`src/rtl/pipe_adder.sv`:
```
// pipe_adder: pipelined add/subtract with valid/ready, carry chain cut into STAGES chunks.
// Optional PIPE_ADDER_SAT_EN clamps subtract results at zero.
module pipe_adder #(
   parameter int WIDTH  = 4,
   parameter int STAGES = 2
) (
   input  logic             clk,
   input  logic             rst,
   input  logic             in_valid,
   output logic             in_ready,
   input  logic [WIDTH-1:0] a,
   input  logic [WIDTH-1:0] b,
   input  logic             sub,
   output logic             out_valid,
   input  logic             out_ready,
   output logic [WIDTH:0]   sum
);
   localparam int C = (WIDTH + STAGES - 1) / STAGES;
   localparam int L = STAGES - 1;
   logic              adv;
   logic [WIDTH-1:0]  a_q [STAGES];
   logic [WIDTH-1:0]  b_q [STAGES];
   logic [WIDTH-1:0]  r_q [STAGES];
   logic [WIDTH-1:0]  a_d [STAGES];
   logic [WIDTH-1:0]  b_d [STAGES];
   logic [WIDTH-1:0]  r_d [STAGES];
   logic [STAGES-1:0] c_q, s_q, v_q, c_d, s_d, v_d;
   logic [WIDTH:0]    sum_q, sum_d;
   assign adv       = out_ready || !out_valid;
   assign in_ready  = adv;
   assign out_valid = v_q[L];
   assign sum       = sum_q;
   for (genvar g = 0; g < STAGES; g++) begin : g_stage
      localparam int LO = g * C;
      localparam int HI = (((g + 1) * C > WIDTH) ? WIDTH : (g + 1) * C) - 1;
      logic [WIDTH-1:0] ai, bi, ri;
      logic             ci, si, vi;
      if (g == 0) begin : g_first
         assign ai = a;
         assign bi = sub ? ~b : b;
         assign ri = '0;
         assign ci = sub;
         assign si = sub;
         assign vi = in_valid;
      end else begin : g_next
         assign ai = a_q[g-1];
         assign bi = b_q[g-1];
         assign ri = r_q[g-1];
         assign ci = c_q[g-1];
         assign si = s_q[g-1];
         assign vi = v_q[g-1];
      end
      // Stages beyond the last populated chunk only forward the carry.
      if (LO < WIDTH) begin : g_chunk
         logic [HI-LO+1:0] t;
         logic [WIDTH-1:0] rn;
         assign t = {1'b0, ai[HI:LO]} + {1'b0, bi[HI:LO]} + {{(HI-LO+1){1'b0}}, ci};
         always_comb begin
            rn        = ri;
            rn[HI:LO] = t[HI-LO:0];
         end
         assign r_d[g] = rn;
         assign c_d[g] = t[HI-LO+1];
      end else begin : g_pass
         assign r_d[g] = ri;
         assign c_d[g] = ci;
      end
      assign a_d[g] = ai;
      assign b_d[g] = bi;
      assign s_d[g] = si;
      assign v_d[g] = vi;
   end
`ifdef PIPE_ADDER_SAT_EN
   assign sum_d = (s_d[L] && !c_d[L]) ? '0 : {c_d[L] ^ s_d[L], r_d[L]};
`else
   assign sum_d = {c_d[L] ^ s_d[L], r_d[L]};
`endif
   // Data registers load only with valid data so the output holds across bubbles.
   always_ff @(posedge clk) begin
      if (rst) begin
         v_q   <= '0;
         sum_q <= '0;
      end else if (adv) begin
         v_q <= v_d;
         for (int k = 0; k < STAGES; k++) begin
            if (v_d[k]) begin
               a_q[k] <= a_d[k];
               b_q[k] <= b_d[k];
               r_q[k] <= r_d[k];
               c_q[k] <= c_d[k];
               s_q[k] <= s_d[k];
            end
         end
         if (v_d[L]) sum_q <= sum_d;
      end
   end
endmodule

```
`config.mk`:
```
export PLATFORM = sky130hd
export DESIGN_NAME = pipe_adder
export DESIGN_NICKNAME = d
export VERILOG_FILES = /design/src/rtl/pipe_adder.sv
export SDC_FILE = /design/constraint.sdc
export NUM_CORES = 1
export LEC_CHECK = 0
export BUFFER_PORTS_ARGS = -buffer_cell sky130_fd_sc_hd__buf_2
export CAP_MARGIN = 30
export CORE_MARGIN = 8
export CORE_UTILIZATION = 47
export CTS_CLUSTER_DIAMETER = 40
export DETAILED_ROUTE_END_ITERATION = 10
export GPL_TIMING_DRIVEN = 0
export HOLD_SLACK_MARGIN = 0.05
export PLACE_DENSITY = 0.74
export SYNTH_ARGS = -nofsm -noshare
export SYNTH_HDL_FRONTEND = slang
export SYNTH_SLANG_ARGS = --single-unit
```
`constraint.sdc`:
```
create_clock -name clk -period 2.05 [get_ports clk]
set_input_delay 0 -clock clk [delete_from_list [all_inputs] [get_ports clk]]
set_output_delay 0 -clock clk [all_outputs]
set_load 0.01 [all_outputs]
```
==> metrics.md <==
| Metric | Value |
|---|---|
| Status | complete, no violations |
| Worst-path clk slew | around 0.09 ns |
| I/O Pins | 20 |
| CP Max Fanout | 1 |
| Gate family responsible for the most delay along the worst path | adder cells |
| Post-synthesis mux area share | 0.0170 |
| Root Buffer | clkbuf_4 |
| Number of I/O port buffers | 18 |
| Flip-flop and latch area | 380 µm² |
| Post-synthesis compound-gate area fraction | 0.0983 |
| Pin count of the biggest net entering global routing | 10 |
| Max_slew headroom | 0.401 |
| Avg Synthesized Cell Area | 12.3 µm² |
| Synth warn | 0 |
| Skew-Pair Late Insertion Delay | 0.28 ns |
| TritonCTS clock tree | yes |
| Initial Util | 0.509 |
| Pre-antenna DRT Iters | 3 |
| H-Tree Depth | 1 |
| Max Root-Sink Buffers | 2 |
| Endpoints failing hold | 0 |
| Fin. max-slew vios | 0 |
| Initial drt markers | 3 |
| Critical Path RT | 2.27 ns |
| Final wirelength | between 1 and 1.5 mm |
| Slowest cell on crit path | fa_1 |
| Pleak | 0.371 nW |
| HPWL after detailed placement | 899 µm |
| Core ar. | approximately 0.0013 mm² |
| Post-Route Skew | 0.00490 ns |
| Main combinational cell family by area after synthesis | compound AO/OA/AOI/OAI gates |
| Mapped Cells | 54 |
| Multi-input logic area | 235 µm² |
| GRT Total Usage | 0.100 |
| DR WL/cell | 12.0 µm |
| Synthesis-to-layout area growth | 32.5% |
| Antenna-violating nets left | 0 |
| Setup TNS | 0 ns |
| Simple-gate share of the synthesized area | 0.0832 |
| Share of cells above drive strength 1 | 0.286 |
| Metal3 WL | roughly 95 µm |
| Diode count | 0 |
| Synth Area in XOR/XNOR | 0.0662 |
| Clk sinks | 15 |
| Worst vdd ir | 0.383 mV |
| Critical path class | reg2reg |
| Die height | ~54 µm |
| CTS buffer count | 3 |
| Cell area after synthesis | approximately 660 µm² |
| Tcrit/Tclk final | 0.806 |
| Vias in the first global route | 487 |
| Global-route wire length before repair | 1.99 mm |
| Vias per inst | slightly below 5 |
| Final setup fails | 0 |
| Top cell by count, worst path | fa_1 |
| Layout Nets | 101 |
| Filler instances | 116 |
| Maximum clock frequency | between 600 and 700 MHz |
| Detailed-routing wirelength on met1 | 473 µm |
| Die ar. | roughly 0.0029 mm² |
| Worst Tran Pin Value | 0.896 ns |
| Rows | 13 |
| Syn Nets | 70 |
| Highest Signal Layer | met4 |
| Via Count | 491 |
| Met2 WL | approximately 570 µm |
| Critical-path cell list | inv_1 > fa_1 > fa_1 > xnor2_1 > nand3_1 > a21oi_1 |
| Final core utilization | 0.674 |
| Slowest stage delay, CP | 0.43 ns |
| Startpoint Class | register |
| Worst min-delay path class | in2reg |
| Register area share after synthesis | 0.575 |
| Period minus WS final | 1.65 ns |
| Synth unique cells | 18 |
| WP data arrival | ~1.9 ns |
| RSZ-0062 raised after global routing | no |
| Initial antenna violation count | 0 |
| Max-Cap Viols | 0 |
| Die width | 53.5 µm |
| Pwr dens | slightly below 700 mW/mm² |
| Setup crit end kind | register |
| Remaining global-route overflow | 0 |
| Residual DRC | 0 |
| CP Buf/Inv Count | 1 |
| Pwr Total | 0.600 mW |
| Synth Area in Adders | 0.0907 |
| GPL Wtd Cong | 0.682 |
| Flops & latches, synth | 15 |
[cell usage after synthesis (all sizes together)]
library cell | instances | area, µm²
xnor2 | 1 | 8.76
nor2b | 1 | 13.8
nor3b | 2 | 15.0
clkbuf | 1 | 3.75
edfxtp | 8 | 240
a211oi | 2 | 15.0
fa | 3 | 60.1
clkinv | 1 | 8.76
nand2 | 2 | 7.51
nor2 | 1 | 3.75
inv | 6 | 22.5
a21oi | 7 | 35.0
o21ai | 3 | 15.0
dfxtp | 7 | 140
buf | 1 | 11.3
nand3 | 3 | 15.0
xor2 | 4 | 35.0
mux2 | 1 | 11.3
[path summary, 6_finish.rpt]
kind	from	endpoint	slack [ns]	cells past startpoint
worst max-delay path	c_q[0]	sum[4]	0.40	6
worst min register to register	sum[0]	sum[0]	0.48	2
worst max register to register	c_q[0]	sum[4]	0.40	6
worst min-delay path	rst	sum[4]	0.07	2
[through the flow]
stage	std cells	area (µm²)	hold WS, ns	worst slack [ns]
2_1_floorplan	54	662	0.0989	0.476
3_3_place_gp	87	771	0.176	0.424
3_5_place_dp	87	771	0.180	0.369
4_1_cts	99	877	0.0700	0.363
5_1_grt	99	877	0.0688	0.235
6_report	99	877	0.0680	0.397
[worst register-to-register path: cells and delay by family, from the launching register on]
kind	cells	cell delay, ns
xor gates and xnor gates	1	0.16
adders and majority gates	2	0.82
DFF	1	0.34
AOI/OAI and AO/OA	1	0.14
and+or+nand+nor	1	0.09
buffers and inverters	1	0.06
[routing by layer]
| metal | global-route usage | up-vias |
|---|---|---|
| li1 | - | 242 |
| met1 | 0.0874 | 225 |
| met2 | 0.168 | 19 |
| met3 | 0.0476 | 5 |
| met4 | 0.0882 | 0 |
| met5 | 0 | - |
[cell families (layout without fill, tap and decap cells)]
logic type,Yosys count,in the layout
multiplexers,1,1
AND/OR/NAND/NOR,9,9
flip-flops,15,15
AO/OA/AOI/OAI,12,12
adder cells (fa/ha/maj),3,3
XOR/XNOR,5,5
buffers and inverters,9,39
[repair_timing]
action,4_1_cts,5_1_grt
setup buffers,0,0
resized for setup,0,0
endpoints found under the setup margin,0,0
hold buffers,8,0
endpoints found under the hold margin,7,0
[state kept, by name, summed over array words and instances, names as in the netlist]
signal and cells:
sum 5, c_q 1, b_q 2, r_q 2
a_q 2, s_q 1, v_q 2
[cell type report]
| class | count | share of cell area |
|---|---|---|
| flip-flops and latches | 15 | 0.434 |
| multi-input cells | 30 | 0.268 |
| repair buffers | 26 | 0.194 |
| inverters | 7 | 0.0357 |
| clock buffers | 4 | 0.0300 |
| well taps | 15 | 0.0214 |
| plain buffers | 2 | 0.0171 |
[power breakdown]
group	switching (mW)	total (mW)	internal, mW
Combinational	0.0423	0.0889	0.0465
Sequential	0.00783	0.346	0.338
Clock	0.0903	0.166	0.0756
[layout by cell type (no fill, tap or decap), types with 4 or more instances in the layout]
cell type	instances
buf_2	18
edfxtp_1	8
dlygate4sd3_1	8
a21oi_1	7
dfxtp_1	7
inv_1	6
xor2_1	4
No activity file was read; power rests on OpenSTA's default activity.
